`config.mk`:
```
export PLATFORM = sky130hd
export DESIGN_NAME = mmio_stream_out
export DESIGN_NICKNAME = d
export VERILOG_FILES = /design/src/rtl/mmio_pkg.sv /design/src/rtl/sync_fifo.sv /design/src/rtl/mmio_stream_out.sv
export SDC_FILE = /design/constraint.sdc
export NUM_CORES = 1
export LEC_CHECK = 0
export ABC_AREA = 1
export CAP_MARGIN = 20
export CELL_PAD_IN_SITES_DETAIL_PLACEMENT = 0
export CELL_PAD_IN_SITES_GLOBAL_PLACEMENT = 1
export CORE_MARGIN = 5
export CORE_UTILIZATION = 41
export DETAILED_ROUTE_END_ITERATION = 12
export MAX_ROUTING_LAYER = met4
export PLACE_DENSITY_LB_ADDON = 0.1
export SLEW_MARGIN = 10
export SYNTH_ARGS = -nofsm -noshare
export SYNTH_HDL_FRONTEND = slang
export SYNTH_HIERARCHICAL = 1
export SYNTH_SLANG_ARGS = --single-unit
```
`constraint.sdc`:
```
create_clock -name clk -period 3.1 [get_ports clk]
set_input_delay 0.62 -clock clk [delete_from_list [all_inputs] [get_ports clk]]
set_output_delay 0.62 -clock clk [all_outputs]
set_load 0.02 [all_outputs]
```
`src/rtl/mmio_pkg.sv`:
```
// Shared constants and types for the memory-mapped stream output port.
// Register offsets (DataAdr[3:2]), STATUS/CTRL bit positions and STATUS layout.
package mmio_pkg;

  localparam logic [1:0] MMIO_DATA   = 2'd0;
  localparam logic [1:0] MMIO_STATUS = 2'd1;
  localparam logic [1:0] MMIO_CTRL   = 2'd2;
  localparam logic [1:0] MMIO_OVFCNT = 2'd3;

  localparam int ST_EMPTY = 0;
  localparam int ST_FULL  = 1;
  localparam int ST_OVF   = 2;

  localparam int CTRL_FLUSH   = 0;
  localparam int CTRL_CLR_OVF = 1;

  typedef struct packed {
    logic [15:0] count;
    logic [12:0] rsvd;
    logic        ovf;
    logic        full;
    logic        empty;
  } mmio_status_t;

endpackage

```
`src/rtl/sync_fifo.sv`:
```
// Single-clock FIFO with flush. Owns pointers and storage; head word is
// gated to zero when empty. Push while full is only taken with a same-cycle pop.
module sync_fifo #(
  parameter int DATA_W = 8,
  parameter int DEPTH  = 16
) (
  input  logic                     clk,
  input  logic                     reset,
  input  logic                     i_push,
  input  logic                     i_pop,
  input  logic                     i_flush,
  input  logic [DATA_W-1:0]        i_din,
  output logic [DATA_W-1:0]        o_dout,
  output logic [$clog2(DEPTH):0]   o_count,
  output logic                     o_full,
  output logic                     o_empty
);

  localparam int PW = $clog2(DEPTH);
  localparam int CW = PW + 1;

  logic [DATA_W-1:0] r_mem [DEPTH];
  logic [PW-1:0]     r_wr;
  logic [PW-1:0]     r_rd;
  logic [CW-1:0]     r_count;
  logic              w_pop;
  logic              w_push;

  assign o_full  = (r_count == CW'(DEPTH));
  assign o_empty = (r_count == '0);
  assign o_count = r_count;
  assign o_dout  = o_empty ? '0 : r_mem[r_rd];

  assign w_pop  = i_pop && !o_empty && !i_flush;
  assign w_push = i_push && (!o_full || w_pop) && !i_flush;

  // Storage write; contents intentionally survive reset and flush.
  always_ff @(posedge clk) begin
    if (w_push) r_mem[r_wr] <= i_din;
  end

  // Pointer and occupancy update; flush behaves like a soft reset of pointers.
  always_ff @(posedge clk) begin
    if (reset || i_flush) begin
      r_wr    <= '0;
      r_rd    <= '0;
      r_count <= '0;
    end else begin
      if (w_push) r_wr <= r_wr + PW'(1);
      if (w_pop)  r_rd <= r_rd + PW'(1);
      case ({w_push, w_pop})
        2'b10:   r_count <= r_count + CW'(1);
        2'b01:   r_count <= r_count - CW'(1);
        default: r_count <= r_count;
      endcase
    end
  end

endmodule

```
`src/rtl/mmio_stream_out.sv`:
```
// Memory-mapped stream output: DATA stores feed a FIFO drained over valid/ready.
// Optional dropped-push counter at offset 0xC is built when MMIO_OVF_COUNT_EN is defined.
module mmio_stream_out
  import mmio_pkg::*;
#(
  parameter logic [31:0] BASE_ADDR = 32'h0000_0400,
  parameter int          DATA_W    = 8,
  parameter int          DEPTH     = 16
) (
  input  logic              clk,
  input  logic              reset,
  input  logic [31:0]       DataAdr,
  input  logic [31:0]       WriteData,
  input  logic              MemWrite,
  output logic [31:0]       ReadData,
  output logic              sel,
  output logic              out_valid,
  output logic [DATA_W-1:0] out_data,
  input  logic              out_ready
);

  localparam int CW = $clog2(DEPTH) + 1;

  logic [1:0]        w_off;
  logic              w_wr_data;
  logic              w_wr_ctrl;
  logic              w_flush;
  logic              w_clr;
  logic              w_pop;
  logic              w_drop;
  logic              w_full;
  logic              w_empty;
  logic [CW-1:0]     w_count;
  logic [DATA_W-1:0] w_dout;
  logic [31:0]       w_data_rd;
  logic [31:0]       w_ovfcnt_rd;
  logic [2:0]        w_flags;
  mmio_status_t      w_status;
  logic              r_ovf;
  logic              w_unused;

  assign sel       = (DataAdr[31:4] == BASE_ADDR[31:4]);
  assign w_off     = DataAdr[3:2];
  assign w_wr_data = sel && MemWrite && (w_off == MMIO_DATA);
  assign w_wr_ctrl = sel && MemWrite && (w_off == MMIO_CTRL);
  assign w_flush   = w_wr_ctrl && WriteData[CTRL_FLUSH];
  assign w_clr     = w_wr_ctrl && WriteData[CTRL_CLR_OVF];
  assign w_pop     = out_valid && out_ready;
  // A push can only be refused when full and the head is not leaving this cycle.
  assign w_drop    = w_wr_data && w_full && !w_pop && !w_flush;

  // Byte-lane address bits and upper store bits are don't-care for this port.
  assign w_unused  = ^{DataAdr[1:0], WriteData};

  sync_fifo #(.DATA_W(DATA_W), .DEPTH(DEPTH)) u_fifo (
    .clk     (clk),
    .reset   (reset),
    .i_push  (w_wr_data),
    .i_pop   (w_pop),
    .i_flush (w_flush),
    .i_din   (WriteData[DATA_W-1:0]),
    .o_dout  (w_dout),
    .o_count (w_count),
    .o_full  (w_full),
    .o_empty (w_empty)
  );

  assign out_valid = !w_empty;
  assign out_data  = w_dout;

  // Sticky overflow flag; a new drop wins over a simultaneous clear.
  always_ff @(posedge clk) begin
    if (reset)       r_ovf <= 1'b0;
    else if (w_drop) r_ovf <= 1'b1;
    else if (w_clr)  r_ovf <= 1'b0;
  end

`ifdef MMIO_OVF_COUNT_EN
  logic [15:0] r_ovfcnt;

  // Saturating count of dropped pushes; drop+clear leaves exactly one.
  always_ff @(posedge clk) begin
    if (reset) r_ovfcnt <= '0;
    else if (w_drop) begin
      if (w_clr)                     r_ovfcnt <= 16'd1;
      else if (r_ovfcnt != 16'hFFFF) r_ovfcnt <= r_ovfcnt + 16'd1;
    end else if (w_clr) r_ovfcnt <= '0;
  end

  assign w_ovfcnt_rd = {16'b0, r_ovfcnt};
`else
  assign w_ovfcnt_rd = '0;
`endif

  // STATUS assembly and zero-extension of the head word.
  always_comb begin
    w_flags           = '0;
    w_flags[ST_EMPTY] = w_empty;
    w_flags[ST_FULL]  = w_full;
    w_flags[ST_OVF]   = r_ovf;
    w_status          = '{count: 16'(w_count), rsvd: '0,
                          ovf: w_flags[ST_OVF], full: w_flags[ST_FULL],
                          empty: w_flags[ST_EMPTY]};
    w_data_rd               = '0;
    w_data_rd[DATA_W-1:0]   = w_dout;
  end

  // Read mux; anything outside the window reads zero.
  always_comb begin
    ReadData = '0;
    if (sel) begin
      case (w_off)
        MMIO_DATA:   ReadData = w_data_rd;
        MMIO_STATUS: ReadData = w_status;
        MMIO_OVFCNT: ReadData = w_ovfcnt_rd;
        default:     ReadData = '0;
      endcase
    end
  end

endmodule

```
======== After elaboration in Yosys (flattened, before gate mapping) ========
Memories as Yosys holds them, arrays and structs flattened. A register that Yosys moved wholly into a read port is not among the register bits.
Cells that the tools add are included.
cells by class
  reduce and logical (&&, ||, !) cells .... 23
  eq/ne operators ......................... 6
  add/sub/neg operators ................... 4
  muxes and demuxes ....................... 10
operators with widths
  kind                 count
  $pmux 21 s2          1
  $eq 28x7->1 const B  1
  $mux 21              1
  $logic_and 1x1->1    13
  $pmux 5 s2           1
  $add 4x1->4 const B  2
  $mux 4               2
  $mux 8               1
  $add 5x1->5 const B  1
  $eq 5x5->1 const B   1
  $logic_not 5->1      1
  $sub 5x1->5 const B  1
  $eq 2x1->1 const B   2
  $eq 2x2->1 const B   2
  $logic_not 1->1      4
  $mux 1               4
  $reduce_bool 2->1    2
  $logic_not 2->1      1
  $logic_or 1x1->1     2
word-level totals
  memories kept ........................... 1
  register bits ........................... 14
  RAM bits ................................ 128
  word-level logic and storage cells ...... 48
memories
  name          words  bits a word  rd ports  clocked after memory_dff  write ports  RTL line         text
  u_fifo.r_mem  16     8            1         1                         1            sync_fifo.sv:22  logic [DATA_W-1:0] r_mem [DEPTH];

======== Longest topological paths before layout ========
Gate-level depths: netlist of the first run.
  depth after elaboration ................. 11
  mapped depth ............................ 22
  mapped depth without buffers ............ 22

======== Modules after synthesis ========
Netlist of the first run, hierarchy kept.
by module, submodules not included
  module           cells each  instances  sequential area each (µm²)  area an instance (µm²)
  sync_fifo        571         1          4184.0                      6167.2
  mmio_stream_out  93          1          20.0                        506.7

======== Worst setup path after synthesis of the first run ========
OpenSTA, ideal clock, no wires.
  path kind ............................... input to register
  start point ............................. input DataAdr[27]
  end point ............................... register u_fifo.r_count[4] (netlist: u_fifo/o_count[4])
  data arrival time ....................... 2.956 ns
  data required time ...................... 3.030 ns
  path slack .............................. 0.074 ns
  stages .................................. 18
  cell sequence ........................... nor2_1 nand2_1 nor2_2 nand2_2 nor2_4 inv_2 nor4_1 nand3b_2 ha_1 ha_1 inv_1 o21bai_1 inv_1 nand2_1 nand2_1 nand2_1 nand2_1 a21oi_1
on the way
  elaborated cells on any way between the ends .. 15
  those cells by class .................... 3 x eq/ne; 1 x mux; 11 x reduce/logical
RTL lines
  item                                                    RTL line               text
  from (decl)                                             mmio_stream_out.sv:12  input logic [31:0] DataAdr,
  $eq 28x7->1 (*)                                         mmio_stream_out.sv:42  assign sel = (DataAdr[31:4] == BASE_ADDR[31:4]);
  named net sel                                           mmio_stream_out.sv:16  output logic sel,
  $logic_and 1x1->1 (*) (2 in series)                     mmio_stream_out.sv:44  assign w_wr_data = sel && MemWrite && (w_off == MMIO_DATA);
  named net w_wr_data                                     mmio_stream_out.sv:25  logic w_wr_data;
  $logic_and 1x1->1 (*) (2 in series)                     sync_fifo.sv:35        assign w_push = i_push && (!o_full || w_pop) && !i_flush;
  $eq 2x1->1 / $eq 2x2->1 (equally long branches)         sync_fifo.sv:51        case ({w_push, w_pop})
  $pmux 5 s2 / $reduce_bool 2->1 (equally long branches)  --
  to (signal assigned)                                    sync_fifo.sv:52        2'b10: r_count <= r_count + CW'(1);
  to (signal assigned)                                    sync_fifo.sv:53        2'b01: r_count <= r_count - CW'(1);
  to (signal assigned)                                    sync_fifo.sv:54        default: r_count <= r_count;
  to (decl)                                               sync_fifo.sv:25        logic [CW-1:0] r_count;
The timed path passes the listed nets; every way through them passes the cells marked *.
A chain may end at the register's enable or synchronous reset.

======== Worst setup path after layout of the first run ========
  start point ............................. input DataAdr[10]
  end point ............................... output ReadData[20]
on the way
  longest elaborated chain between the ends .. 2
RTL lines
  item         RTL line                text
  $eq 28x7->1  mmio_stream_out.sv:42
  $mux 21      mmio_stream_out.sv:111  if (sel) begin
  to (decl)    mmio_stream_out.sv:15   output logic [31:0] ReadData,
No other way between the ends.

==> results of run 1 <==
routing by layer:
layer,track usage (%),part of all wire (%),up-vias
met5,-,0,-
met1,24.6,45,2331
li1,-,-,2420
met3,4.20,4.6,24
met4,6.76,2.4,0
met2,29.9,48,143
worst max-delay path: stages:
cell and delay (ns):
clkdlybuf4s50_1 0.45, inv_1 0.04, nor2_1 0.07, nand2_1 0.05
nor2_1 0.08, nand2_1 0.09, nor2_4 0.11, inv_2 0.06
buf_4 0.19, nor3b_1 0.19, dlygate4sd2_1 0.36
final timing paths:
check             slack, ns                 to         startpoint  cells after the start
hold / removal         0.47              r_ovf              r_ovf                      2
hold reg to reg        0.47              r_ovf              r_ovf                      2
setup / recovery       0.15       ReadData[20]        DataAdr[10]                     11
setup reg to reg       0.37  u_fifo/o_count[4]  u_fifo/o_count[1]                     20
stage by stage:
step / cell area (um^2) / hold slack, ns / worst slack, ns / cells / setup TNS (ns)
6_report: 8400 / 0.467 / 0.151 / 1004 / 0
5_1_grt: 8400 / 0.494 / -0.00674 / 1004 / -0.00674
4_1_cts: 8350 / 0.472 / -0.183 / 1004 / -0.625
3_5_place_dp: 7790 / 0.464 / -0.374 / 973 / -2.02
3_3_place_gp: 7790 / 0.457 / -0.284 / 973 / -1.72
2_1_floorplan: 6740 / 0.434 / 0.0741 / 682 / 0
cell usage in the layout, fill, tap and decap left out, types with 4 or more instances in the layout:
master           synthesis  final
clkdlybuf4s50_1          0     43
inv_1                   31     31
xor2_1                   5      4
buf_4                   19     50
edfxtp_1               128    128
nor2_1                  49     49
ha_1                     9      8
dlygate4sd2_1            0      8
o21ai_0                  4      4
clkbuf_2                 0      4
inv_2                    5      5
a21oi_1                 23     18
dlymetal6s2s_1           0      8
nand3_1                108    108
clkinv_1                 1      4
clkbuf_16                0     17
nand2_1                213    213
dfxtp_1                 18     16
conb_1                   1     19
clkinv_2                 0      7
a21oi_2                  0      5
what timing repair did:
item / in CTS / in global routing
pin swaps: 0 / 1
gates resized for setup: 21 / 28
setup buffers: 0 / 0
endpoints found under the setup margin: 20 / 15
hold buffers: 0 / 0
registers in the layout, summed over array words and instances, names as in the netlist, named ones only:
signal	cells
u_fifo/r_rd	4
r_ovf	1
u_fifo/o_count	5
u_fifo/r_wr	4
u_fifo/r_mem	128
kinds of logic (layout without fill, tap and decap cells):
family	count (synthesis)	in the layout	synth area share (%)
AO/OA/AOI/OAI	31	31	2.51
buffers and inverters	82	188	6.90
adder cells (fa/ha/maj)	9	9	1.69
flip-flops	146	146	63.0
other	1	19	0.0562
XOR/XNOR	6	6	0.787
AND/OR/NAND/NOR	389	389	25.1
power groups by stage:
stage	clock network, uW	logic, uW	registers [uW]
final	1900	123	2140
after global routing	2030	135	2130
after CTS	1940	124	2140
after detailed placement	0	124	2180
after global placement	0	121	2180
after floorplan	0	52.5	2180
area by class of cell:
cell class / instances / area [um^2] / share of cell area (%)
multi-input combinational: 454 / 2140 / 25.4
clock inverter: 14 / 121 / 1.44
inverter: 37 / 140 / 1.67
tap: 216 / 270 / 3.22
timing repair buffer: 120 / 1100 / 13.1
clock buffer: 17 / 425 / 5.06
sequential: 146 / 4210 / 50.1
==> metrics.txt, run 1 <==
outcome finished, final reports clean; Clk pwr share 45.7%; Synth area leader edfxtp_1; worst-skew pair later-pin latency 0.42 ns; ys flop type edfxtp_1; Mean Syn Cell Area 10.1 um^2; share of the yosys chip area belonging to registers 63.0%; Worst EP arrival 2.33 ns; Layout Skew 0.00672 ns; initial drt markers 348; die height 138 um; Synth top cells by count nand2_1, edfxtp_1, nand3_1, nor2_1, inv_1; mapped cell area 0.00667 mm^2; via count of the first global-routing pass 4848; fin nets 853; Fmax 339 MHz; GP Congestion 0.838; CTS Buffer Depth 2; row cnt 46; CTS tree yes; critical path endpoint category output port; CTS Sinks 146; Worst Path Required 2.48 ns; Congestion Overflow GR 0; ranking of synthesized cells by area edfxtp_1, nand2_1, nand3_1, dfxtp_1, nor2_1; VDD IR max 352 uV; CTS Buf Count 17; core area 0.0159 mm^2; pin count of the biggest net entering global routing 33; die span in x 138 um; die area 0.0189 mm^2; CTS root buffer clkbuf_16; HP Class reg -> reg; fill count 1435; Area Growth Syn to Fin 25.9%; Seq pwr share 51.4%; Final Hold Fails 0; Total GRT Usage 19.1%; Synth Instances 664; layout cells sized above 1 14.6%; P_sw 810 uW; Seq cells post-synth 146; crit start category input pin; number of antenna violations at the first check in global routing 0; CTS H-tree depth 4; slew of the pin with the lowest slew margin 0.742 ns; async set-or-reset flop fraction in the synthesized netlist 0%; wire per inst 16.3 um; drt drc 0; first-pass GRT wire length 26.0 mm; starting density of the core 41.9%; routed vias/inst 4.90; TritonRoute pass-1 iters 4; post-synthesis cell type count 34; Power Total 4160 uW; final setup violation count 0; fin crit period 2.95 ns; pwr dens 495 mW/mm^2; Reg clk slew, reported paths 0.05 ns; port bufs 64; Ports 110; final core utilization 52.7%; P_leak 0.00340 uW; Worst slew margin 50.4%; HPWL after detailed placement 11.4 mm; Final Cycle Share 95.1%; Net Sw Frac 19.5%; cell internal pwr 3350 uW; critical path type in -> out; Synth warnings 6; final wirelength 16.4 mm; Post-synth EDFFs 128; Max Slew Vio Count 0; combinational power share 3.0%; DR vias 4918; n_diodes 0; Max-Cap Viols 0; antenna-violating nets left 0; share of the synthesized area in the top cell type 57.6%; CP max FO 13; top-count cell post-synth nand2_1
(Power assumes the default switching activity.)
==> run 2: changes to the inputs <==
Settings changed: CTS_CLUSTER_SIZE from default to 10.
==> results of run 2 <==
The final DEF is identical to that of run 1; final timing and power are the same.
==> run 3: changes to the inputs <==
Settings changed: HOLD_SLACK_MARGIN from default to 0.02.
==> results of run 3 <==
The final DEF is identical to that of run 1; final timing and power are the same.
